### config.mk
export PLATFORM = sky130hd
export DESIGN_NAME = hazard_ctrl
export DESIGN_NICKNAME = d
export VERILOG_FILES = /design/src/rtl/hazard_pkg.sv /design/src/rtl/md_busy_timer.sv /design/src/rtl/hazard_ctrl.sv
export SDC_FILE = /design/constraint.sdc
export NUM_CORES = 1
export LEC_CHECK = 0
export BUFFER_PORTS_ARGS = -buffer_cell sky130_fd_sc_hd__buf_2
export CAP_MARGIN = 10
export CORE_ASPECT_RATIO = 1.75
export CORE_MARGIN = 1.5
export CORE_UTILIZATION = 26
export DETAILED_ROUTE_END_ITERATION = 10
export MAX_ROUTING_LAYER = met4
export PLACE_DENSITY = 0.52
export SLEW_MARGIN = 0
export SYNTH_ARGS = -nofsm -noshare
export SYNTH_HDL_FRONTEND = slang
export SYNTH_SLANG_ARGS = --single-unit
### constraint.sdc
create_clock -name clk -period 2.85 [get_ports clk]
set_input_delay 0.285 -clock clk [delete_from_list [all_inputs] [get_ports clk]]
set_output_delay 0.285 -clock clk [all_outputs]
set_load 0.1 [all_outputs]
### src/rtl/hazard_pkg.sv
// Shared encodings for the hazard unit: Tuse/Tnew timing fields, MDU latencies, timer state.
// Helper functions keep the per-operand hazard test and the latency choice in one place.
package hazard_pkg;

    typedef logic [1:0] tuse_t;
    typedef logic [1:0] tnew_t;
    typedef logic [4:0] reg_idx_t;

    localparam tuse_t    TUSE_UNUSED = 2'd3;
    localparam reg_idx_t REG_ZERO    = 5'd0;
    localparam logic [3:0] MULT_LAT  = 4'd5;
    localparam logic [3:0] DIV_LAT   = 4'd10;

    typedef enum logic {
        MD_IDLE = 1'b0,
        MD_RUN  = 1'b1
    } md_state_e;

    // A producer stalls a consumer only when its result arrives later than the consumer needs it.
    function automatic logic raw_hazard(input reg_idx_t src, input tuse_t tuse,
                                        input reg_idx_t a3, input tnew_t tnew);
        return (src != REG_ZERO) && (src == a3) && (tuse != TUSE_UNUSED) && (tnew > tuse);
    endfunction

    function automatic logic [3:0] md_lat(input logic is_div);
        return is_div ? DIV_LAT : MULT_LAT;
    endfunction

endpackage

### src/rtl/md_busy_timer.sv
// Multiply/divide busy timer: busy for 5 (mult) or 10 (div) cycles after an accepted start.
// Starts during a run are ignored; a flush request cancels only a start in the same cycle.
module md_busy_timer
    import hazard_pkg::*;
(
    input  logic clk,
    input  logic reset,
    input  logic md_start_i,
    input  logic md_div_i,
    input  logic req_i,
    output logic md_busy_o
);

    md_state_e  state_q;
    logic [3:0] cnt_q;
    logic       busy_q;

    always_ff @(posedge clk or negedge reset) begin
        if (!reset) begin
            state_q <= MD_IDLE;
            cnt_q   <= 4'd0;
            busy_q  <= 1'b0;
        end else begin
            case (state_q)
                MD_IDLE: begin
                    if (md_start_i && !req_i) begin
                        state_q <= MD_RUN;
                        cnt_q   <= md_lat(md_div_i);
                        busy_q  <= 1'b1;
                    end
                end
                MD_RUN: begin
                    // An in-flight operation runs to completion even across a flush.
                    cnt_q <= cnt_q - 4'd1;
                    if (cnt_q == 4'd1) begin
                        state_q <= MD_IDLE;
                        busy_q  <= 1'b0;
                    end
                end
                default: begin
                    state_q <= MD_IDLE;
                    busy_q  <= 1'b0;
                end
            endcase
        end
    end

    assign md_busy_o = busy_q;

endmodule

### src/rtl/hazard_ctrl.sv
// Pipeline hazard control: combinational data/MDU/EPC stall with zero latency, flush overrides stall.
// Optional stall-cycle counter on stall_cnt when HAZARD_CTRL_PERF_EN is defined.
module hazard_ctrl
    import hazard_pkg::*;
(
    input  logic       clk,
    input  logic       reset,
    input  logic [4:0] D_rs,
    input  logic [4:0] D_rt,
    input  logic [1:0] D_Tuse_rs,
    input  logic [1:0] D_Tuse_rt,
    input  logic [4:0] E_A3,
    input  logic [4:0] M_A3,
    input  logic [1:0] E_Tnew,
    input  logic [1:0] M_Tnew,
    input  logic       D_md_use,
    input  logic       E_md_start,
    input  logic       E_md_div,
    input  logic       D_eret,
    input  logic       E_mtc0_epc,
    input  logic       M_mtc0_epc,
    input  logic       Req,
    output logic       F_WE,
    output logic       D_WE,
    output logic       E_clr,
    output logic       md_busy,
    output logic       stall
`ifdef HAZARD_CTRL_PERF_EN
    ,
    output logic [31:0] stall_cnt
`endif
);

    logic data_stall;
    logic md_stall;
    logic epc_stall;

    md_busy_timer u_md_busy_timer (
        .clk        (clk),
        .reset      (reset),
        .md_start_i (E_md_start),
        .md_div_i   (E_md_div),
        .req_i      (Req),
        .md_busy_o  (md_busy)
    );

    assign data_stall = raw_hazard(D_rs, D_Tuse_rs, E_A3, E_Tnew)
                      | raw_hazard(D_rs, D_Tuse_rs, M_A3, M_Tnew)
                      | raw_hazard(D_rt, D_Tuse_rt, E_A3, E_Tnew)
                      | raw_hazard(D_rt, D_Tuse_rt, M_A3, M_Tnew);

    assign md_stall  = D_md_use & (md_busy | E_md_start);
    assign epc_stall = D_eret & (E_mtc0_epc | M_mtc0_epc);

    // Reset is folded in so the front end keeps writing while reset is held.
    assign stall = reset & ~Req & (data_stall | md_stall | epc_stall);
    assign F_WE  = ~stall;
    assign D_WE  = ~stall;
    assign E_clr = stall;

`ifdef HAZARD_CTRL_PERF_EN
    logic [31:0] stall_cnt_q;

    always_ff @(posedge clk or negedge reset) begin
        if (!reset) begin
            stall_cnt_q <= 32'd0;
        end else if (stall) begin
            stall_cnt_q <= stall_cnt_q + 32'd1;
        end
    end

    assign stall_cnt = stall_cnt_q;
`endif

endmodule

==> results of run 1 <==
cell type report:
cell class,count,area [µm²]
fillers,326,1850
multi-input cells,81,588
repair buffers,42,215
flip-flops and latches,6,150
inverters,12,45.0
clock buffers,3,41.3
well taps,28,35.0
sequential cells by signal, summed over array words and instances, names as in the netlist:
name                       count
u_md_busy_timer.cnt_q          4
u_md_busy_timer.md_busy_o      1
u_md_busy_timer.state_q        1
per-stage QoR:
stage,utilization,instances
after global routing,0.367,172
after floorplan,-,102
final,0.367,172
after CTS,0.367,172
after global placement,0.350,168
after detailed placement,0.350,168
metal layers:
metal	GRT usage	up-vias	part of all wire
met1	0.109	392	0.30
met2	0.290	30	0.59
met4	0.0941	0	0.053
met3	0.0166	13	0.055
li1	-	438	-
met5	-	-	0
critical path, delay by kind of cell:
family	cells	cell delay, ps
buffers and inverters	3	1140
and+or+nand+nor	2	290
AOI/OAI and AO/OA	2	340
Yosys cell counts (all sizes together):
master | count | area, µm²
o221a | 1 | 11.3
or4 | 2 | 15.0
nor4 | 4 | 25.0
nand2b | 1 | 6.26
a31oi | 1 | 6.26
xor2 | 9 | 78.8
nor3 | 1 | 5.00
nor2b | 1 | 6.26
clkbuf | 1 | 3.75
and3 | 1 | 6.26
mux2i | 1 | 10.0
a21oi | 10 | 50.1
o221ai | 2 | 17.5
o21ai | 5 | 25.0
buf | 2 | 15.0
nand4 | 4 | 25.0
ha | 10 | 125
dfrtp | 6 | 150
nand3 | 2 | 10.0
nand3b | 1 | 7.51
nor2 | 4 | 15.0
xnor2 | 12 | 105
nand2 | 8 | 30.0
a21o | 1 | 7.51
inv | 12 | 45.0
logic make-up after synthesis:
| family | after synthesis | synth area share |
|---|---|---|
| simple gates | 29 | 0.189 |
| xor+xnor | 21 | 0.229 |
| compound gates | 20 | 0.147 |
| buf+inv | 15 | 0.0795 |
| fa+ha+maj | 10 | 0.156 |
| flops | 6 | 0.187 |
| mux | 1 | 0.0125 |
worst paths after layout:
path	slack, ps	cells after the start	start	to
max in group asynchronous	2270	2	reset	u_md_busy_timer.md_busy_o
worst min-delay path	400	3	E_md_div	u_md_busy_timer.cnt_q[3]
min in group asynchronous	420	2	reset	u_md_busy_timer.cnt_q[1]
worst max register to register	1690	5	u_md_busy_timer.cnt_q[0]	u_md_busy_timer.cnt_q[2]
worst min register to register	550	2	u_md_busy_timer.md_busy_o	u_md_busy_timer.md_busy_o
worst max-delay path	510	7	reset	stall
power by group through the flow:
stage               combinational (mW)  sequential, mW  clock (mW)
floorplan                        0.197           0.169           0
global placement                 0.266           0.171           0
detailed placement               0.276           0.174           0
CTS                              0.278           0.173       0.129
global route                     0.309           0.180       0.133
finish                           0.274           0.174       0.126
==> out/qor.txt, run 1 <==
total setup violations reported at the end of the flow - 0
sum of negative setup slack - 0 ps
average routed wire per standard cell - 13.4 µm
H-tree depth - 1
largest net degree at the start of global routing - 13
fraction of layout cells with a size suffix above 1 - 0.313
area inside the core boundary - 2930 µm²
sequential fraction of design power - 0.303
minimum clock period - 2340 ps
# nets final - 193
number of antenna violations at the first check in global routing - 0
reported net switching power - 243 µW
post-layout total power - 574 µW
library cell contributing the largest single delay on the critical path - dlygate4sd3_1
actual slew at the worst max-slew pin - 487 ps
# Max-Cap Violations - 0
fmax - 427 MHz
Crit path largest cell delay - 520 ps
post-route DRC violation count - 0
critical path class - input port to output pin
post-CTS setup buffer count - 0
combined area of all synthesized cells - 802 µm²
register clock-pin slew on the reported worst setup and hold paths - 30 ps
global routing usage summed across all routing layers - 0.148
total cell area at the placement stage - 1020 µm²
Mapped Cells - 102
clock latency on the worst-skew pair - 220 ps
die boundary height - 76.5 µm
clock tree from TritonCTS - built
count of clock tree sinks - 6
number of rows in the core area - 26
cell with the most instances on the worst path - buf_2
IR drop worst, VDD - 0.000464 V
Detailed Route WL - 2310 µm
number of endpoints with negative hold slack in the final report - 0
part of the Yosys area used for sequential elements - 0.187
drt first pass iters - 4
initial core utilization - 0.274
number of global-route vias before repair - 925
remaining number of nets flagged by the antenna check after routing - 0
clock tree root buffer cell - clkbuf_8
remaining max-slew budget at the tightest pin - 0.678
post-route fraction of the period consumed by the critical path - 0.822
Internal Dissipation - 331 µW
most used cells in the layout excluding fill and tap cells - buf_2 (41), inv_1 (12), xnor2_1 (12), a21oi_1 (10), ha_1 (10)
leading cell type in the layout, fill and taps excluded - buf_2
startpoint type of the worst setup path - input port
data arrival time at the worst-slack endpoint - 2060 ps
crit path cell chain - dlygate4sd3_1 -> buf_2 -> nand2b_1 -> a21oi_1 -> o221ai_1 -> nand3_1 -> buf_2
Synthesis Warnings - 0
Post-Synthesis Net Count - 149
area of the die - 3440 µm²
Max Clock Skew - 1.89 ps
class of the most critical hold timing path - input port to flop
routed via count - 873
die width - 45.0 µm
setup repair after global routing missed its margin - no
final setup slack of the worst path - 508 ps
final-report max-slew violation count - 0
WHS - 402 ps
Ports - 42
total clock buffers created by CTS - 3
Bufs on Longest Clock Path - 2
Crit Path Max Fanout - 7
total overflow reported by the global router - 0
syn avg cell area - 7.86 µm²
Critical Path RT - 2570 ps
element type at the critical path end - output pin
power per cell area - 534 nW/µm²
Combinational Power Share - 0.476
number of buffers inserted by hold repair at cts - 1
IO buf count - 41
count of cells resized by post-cts repair - 0
#FFs+latches synth - 6
number of library cell types mapped by synthesis - 25
share of total power in the clock network - 0.220
Net Sw Frac - 0.423
Antenna Diode Count - 0
Syn-to-layout area delta - 34.0%
summed area of non-filler cells in the final layout - 1070 µm²
vias per inst - 5.08
worst setup slack after placement - 549 ps
first-pass GRT wire length - 3670 µm
outcome - completed
Leakage Power - 0.531 nW
routability congestion estimate from global placement - 0.925
total half-perimeter wirelength after legalization and detailed placement - 2050 µm
number of violations reported at the end of detailed-routing iteration 0 - 6
(Power assumes the default switching activity.)
==> run 2, diff against run 1 <==
- clock period: 2.85 -> 2.32 ns (I/O delays scaled with it)
==> run 2 against run 1 <==
  * Register-to-register slack got worse by 540 ps
  * Via count increased by 3.8%
  * Design area increased by 4.4%
  * Critical path type unchanged
  * Largest cell class unchanged
==> out/qor.txt, run 2 (synthesized netlist as in run 1, its figures left out) <==
R2R Setup Slk - 1150 ps (-540 ps)
Critical Path RT - 2090 ps (-480 ps)
register clock-pin slew on the reported worst setup and hold paths - 40 ps (about the same)
die width - 45.0 µm (unchanged)
final-report max-slew violation count - 0 (unchanged)
minimum clock period - 2220 ps
average routed wire per standard cell - 14.8 µm (+11%)
Ports - 42 (unchanged)
clock latency on the worst-skew pair - 220 ps (about the same)
Max Clock Skew - 0.978 ps (-0.911 ps)
element type at the critical path end - output pin
H-tree depth - 1 (unchanged)
total setup violations reported at the end of the flow - 0 (unchanged)
share of total power in the clock network - 0.214 (-0.006)
initial core utilization - 0.274 (unchanged)
Internal Dissipation - 415 µW (+25%)
end-of-flow core utilization - 0.383 (+0.0162)
Largest register FFs - 4 (unchanged)
most used cells in the layout excluding fill and tap cells - buf_2 (37), inv_1 (12), xnor2_1 (12), a21oi_1 (10), ha_1 (10)
number of endpoints with negative hold slack in the final report - 0 (unchanged)
clock tree from TritonCTS - built
leading cell type in the layout, fill and taps excluded - buf_2
Most flops, register - u_md_busy_timer.cnt_q
outcome - completed
actual slew at the worst max-slew pin - 488 ps (+1.45 ps)
reported net switching power - 306 µW (+26%)
sum of negative setup slack - 0 ps (unchanged)
critical path class - input port to output pin
Syn-to-layout area delta - 39.9%
number of global-route vias before repair - 945 (+2.2%)
post-route fraction of the period consumed by the critical path - 0.955
IR drop worst, VDD - 0.000450 V (-3.0%)
power per cell area - 643 nW/µm² (+20%)
fmax - 451 MHz
post-route DRC violation count - 0 (unchanged)
Min-Delay Path Depth - 3 (unchanged)
number of antenna violations at the first check in global routing - 0 (unchanged)
worst min-delay path startpoint - E_md_div
total half-perimeter wirelength after legalization and detailed placement - 2210 µm (+7.8%)
number of violations reported at the end of detailed-routing iteration 0 - 8 (+2)
global routing usage summed across all routing layers - 0.158 (+0.0109)
die boundary height - 76.5 µm (unchanged)
count of clock tree sinks - 6 (unchanged)
drt first pass iters - 2 (-2)
# Max-Cap Violations - 0 (unchanged)
vias per inst - 5.27 (+3.8%)
Crit path largest cell delay - 430 ps (-90 ps)
routed via count - 906 (+3.8%)
first-pass GRT wire length - 3950 µm (+7.5%)
Bufs on Longest Clock Path - 2 (unchanged)
Detailed Route WL - 2550 µm (+11%)
clock tree root buffer cell - clkbuf_8
fraction of layout cells with a size suffix above 1 - 0.333 (+0.0208)
Worst Reg-to-Reg Cells - 5 (unchanged)
startpoint type of the worst setup path - input port
crit path cell chain - buf_2 -> inv_1 -> ha_1 -> nand2_1 -> nand4_1 -> nor4_1 -> o221ai_1 -> and3_2 -> buf_4
setup repair after global routing missed its margin - no
library cell contributing the largest single delay on the critical path - nor4_1
largest net degree at the start of global routing - 13 (unchanged)
post-CTS setup buffer count - 0 (unchanged)
Fill cells - 305 (-6.4%)
total clock buffers created by CTS - 3 (unchanged)
sequential fraction of design power - 0.298 (-0.005)
Endpoint, Worst Hold - u_md_busy_timer.cnt_q[3]
endpoint of the most critical register-to-register path - u_md_busy_timer.cnt_q[2]
remaining max-slew budget at the tightest pin - 0.677 (-0.000961)
Combinational Power Share - 0.488 (+0.012)
number of rows in the core area - 26 (unchanged)
Antenna Diode Count - 0 (unchanged)
data arrival time at the worst-slack endpoint - 1980 ps (-80 ps)
IO buf count - 41 (unchanged)
remaining number of nets flagged by the antenna check after routing - 0 (unchanged)
# nets final - 193 (unchanged)
routability congestion estimate from global placement - 0.816 (-12%)
Crit Path Max Fanout - 2 (-5)
area inside the core boundary - 2930 µm² (unchanged)
area of the die - 3440 µm² (unchanged)
total overflow reported by the global router - 0 (unchanged)
Leakage Power - 0.547 nW (+3.1%)
Net Sw Frac - 0.425 (+0.00156)
class of the most critical hold timing path - input port to flop
reg2reg start - u_md_busy_timer.cnt_q[0]
## run 2: cell count changes in the layout (fill, tap and decap cells not counted)
| cell | delta |
|---|---|
| and3_1 | -1 |
| buf_2 | -4 |
| nand3_1 | -1 |
| o221ai_2 | +1 |
| buf_12 | +2 |
| buf_4 | +2 |
| o221ai_1 | -1 |
| and3_2 | +1 |
| nand3_2 | +1 |
## run 2: routing by layer
metal / vias up / global-route usage / share of wire
li1: 442 / - / -
met1: 423 / 0.123 / 0.32
met2: 32 / 0.316 / 0.60
met3: 9 / 0.0142 / 0.043
met4: 0 / 0.0853 / 0.037
met5: - / - / 0
## run 2: final cells by class
class	count	area (µm²)	area share
multi-input combinational	81	601	0.535
tap	28	35.0	0.0312
inverter	12	45.0	0.0401
sequential	6	150	0.134
timing repair buffer	42	250	0.223
clock buffer	3	41.3	0.0368
## run 2: worst max path at each step
stage	startpoint	to	slack, ps	cells after the start
3_5_place_dp	D_Tuse_rt[1]	F_WE	110	9
6_report	D_Tuse_rt[1]	F_WE	100	9
4_1_cts	reset	F_WE	40	7
2_1_floorplan	u_md_busy_timer.md_busy_o	stall	6	4
3_3_place_gp	D_Tuse_rs[1]	F_WE	110	9
5_1_grt	D_Tuse_rt[1]	D_WE	10	9
## run 2: critical path, delay by kind of cell
kind                       cells  cell delay [ps]
and+or+nand+nor                4              860
AOI/OAI and AO/OA              1              210
buffers and inverters          3              370
adders and majority gates      1              310
## run 2: repair_timing
item | in CTS | in global routing
setup endpoints to repair | 0 | 2
endpoints found under the hold margin | 6 | 0
gates resized for setup | 0 | 5
hold buffers | 1 | 0
## run 2: through the flow
step	worst slack [ps]	hold WS, ps	instances	power, mW	area [µm²]
after floorplan	6.25	-63.6	102	0.450	808
after global placement	107	71.2	168	0.551	1060
after detailed placement	114	75.6	168	0.566	1060
after CTS	39.0	348	172	0.729	1110
after global routing	11.8	377	172	0.780	1120
final	103	343	172	0.722	1120
## run 2: power groups by stage
| stage | Clock (mW) | Combinational [mW] | Sequential, mW |
|---|---|---|---|
| final | 0.155 | 0.352 | 0.215 |
| after detailed placement | 0 | 0.351 | 0.215 |
| after CTS | 0.161 | 0.354 | 0.213 |
| after global placement | 0 | 0.340 | 0.210 |
| after floorplan | 0 | 0.243 | 0.207 |
| after global routing | 0.166 | 0.391 | 0.222 |
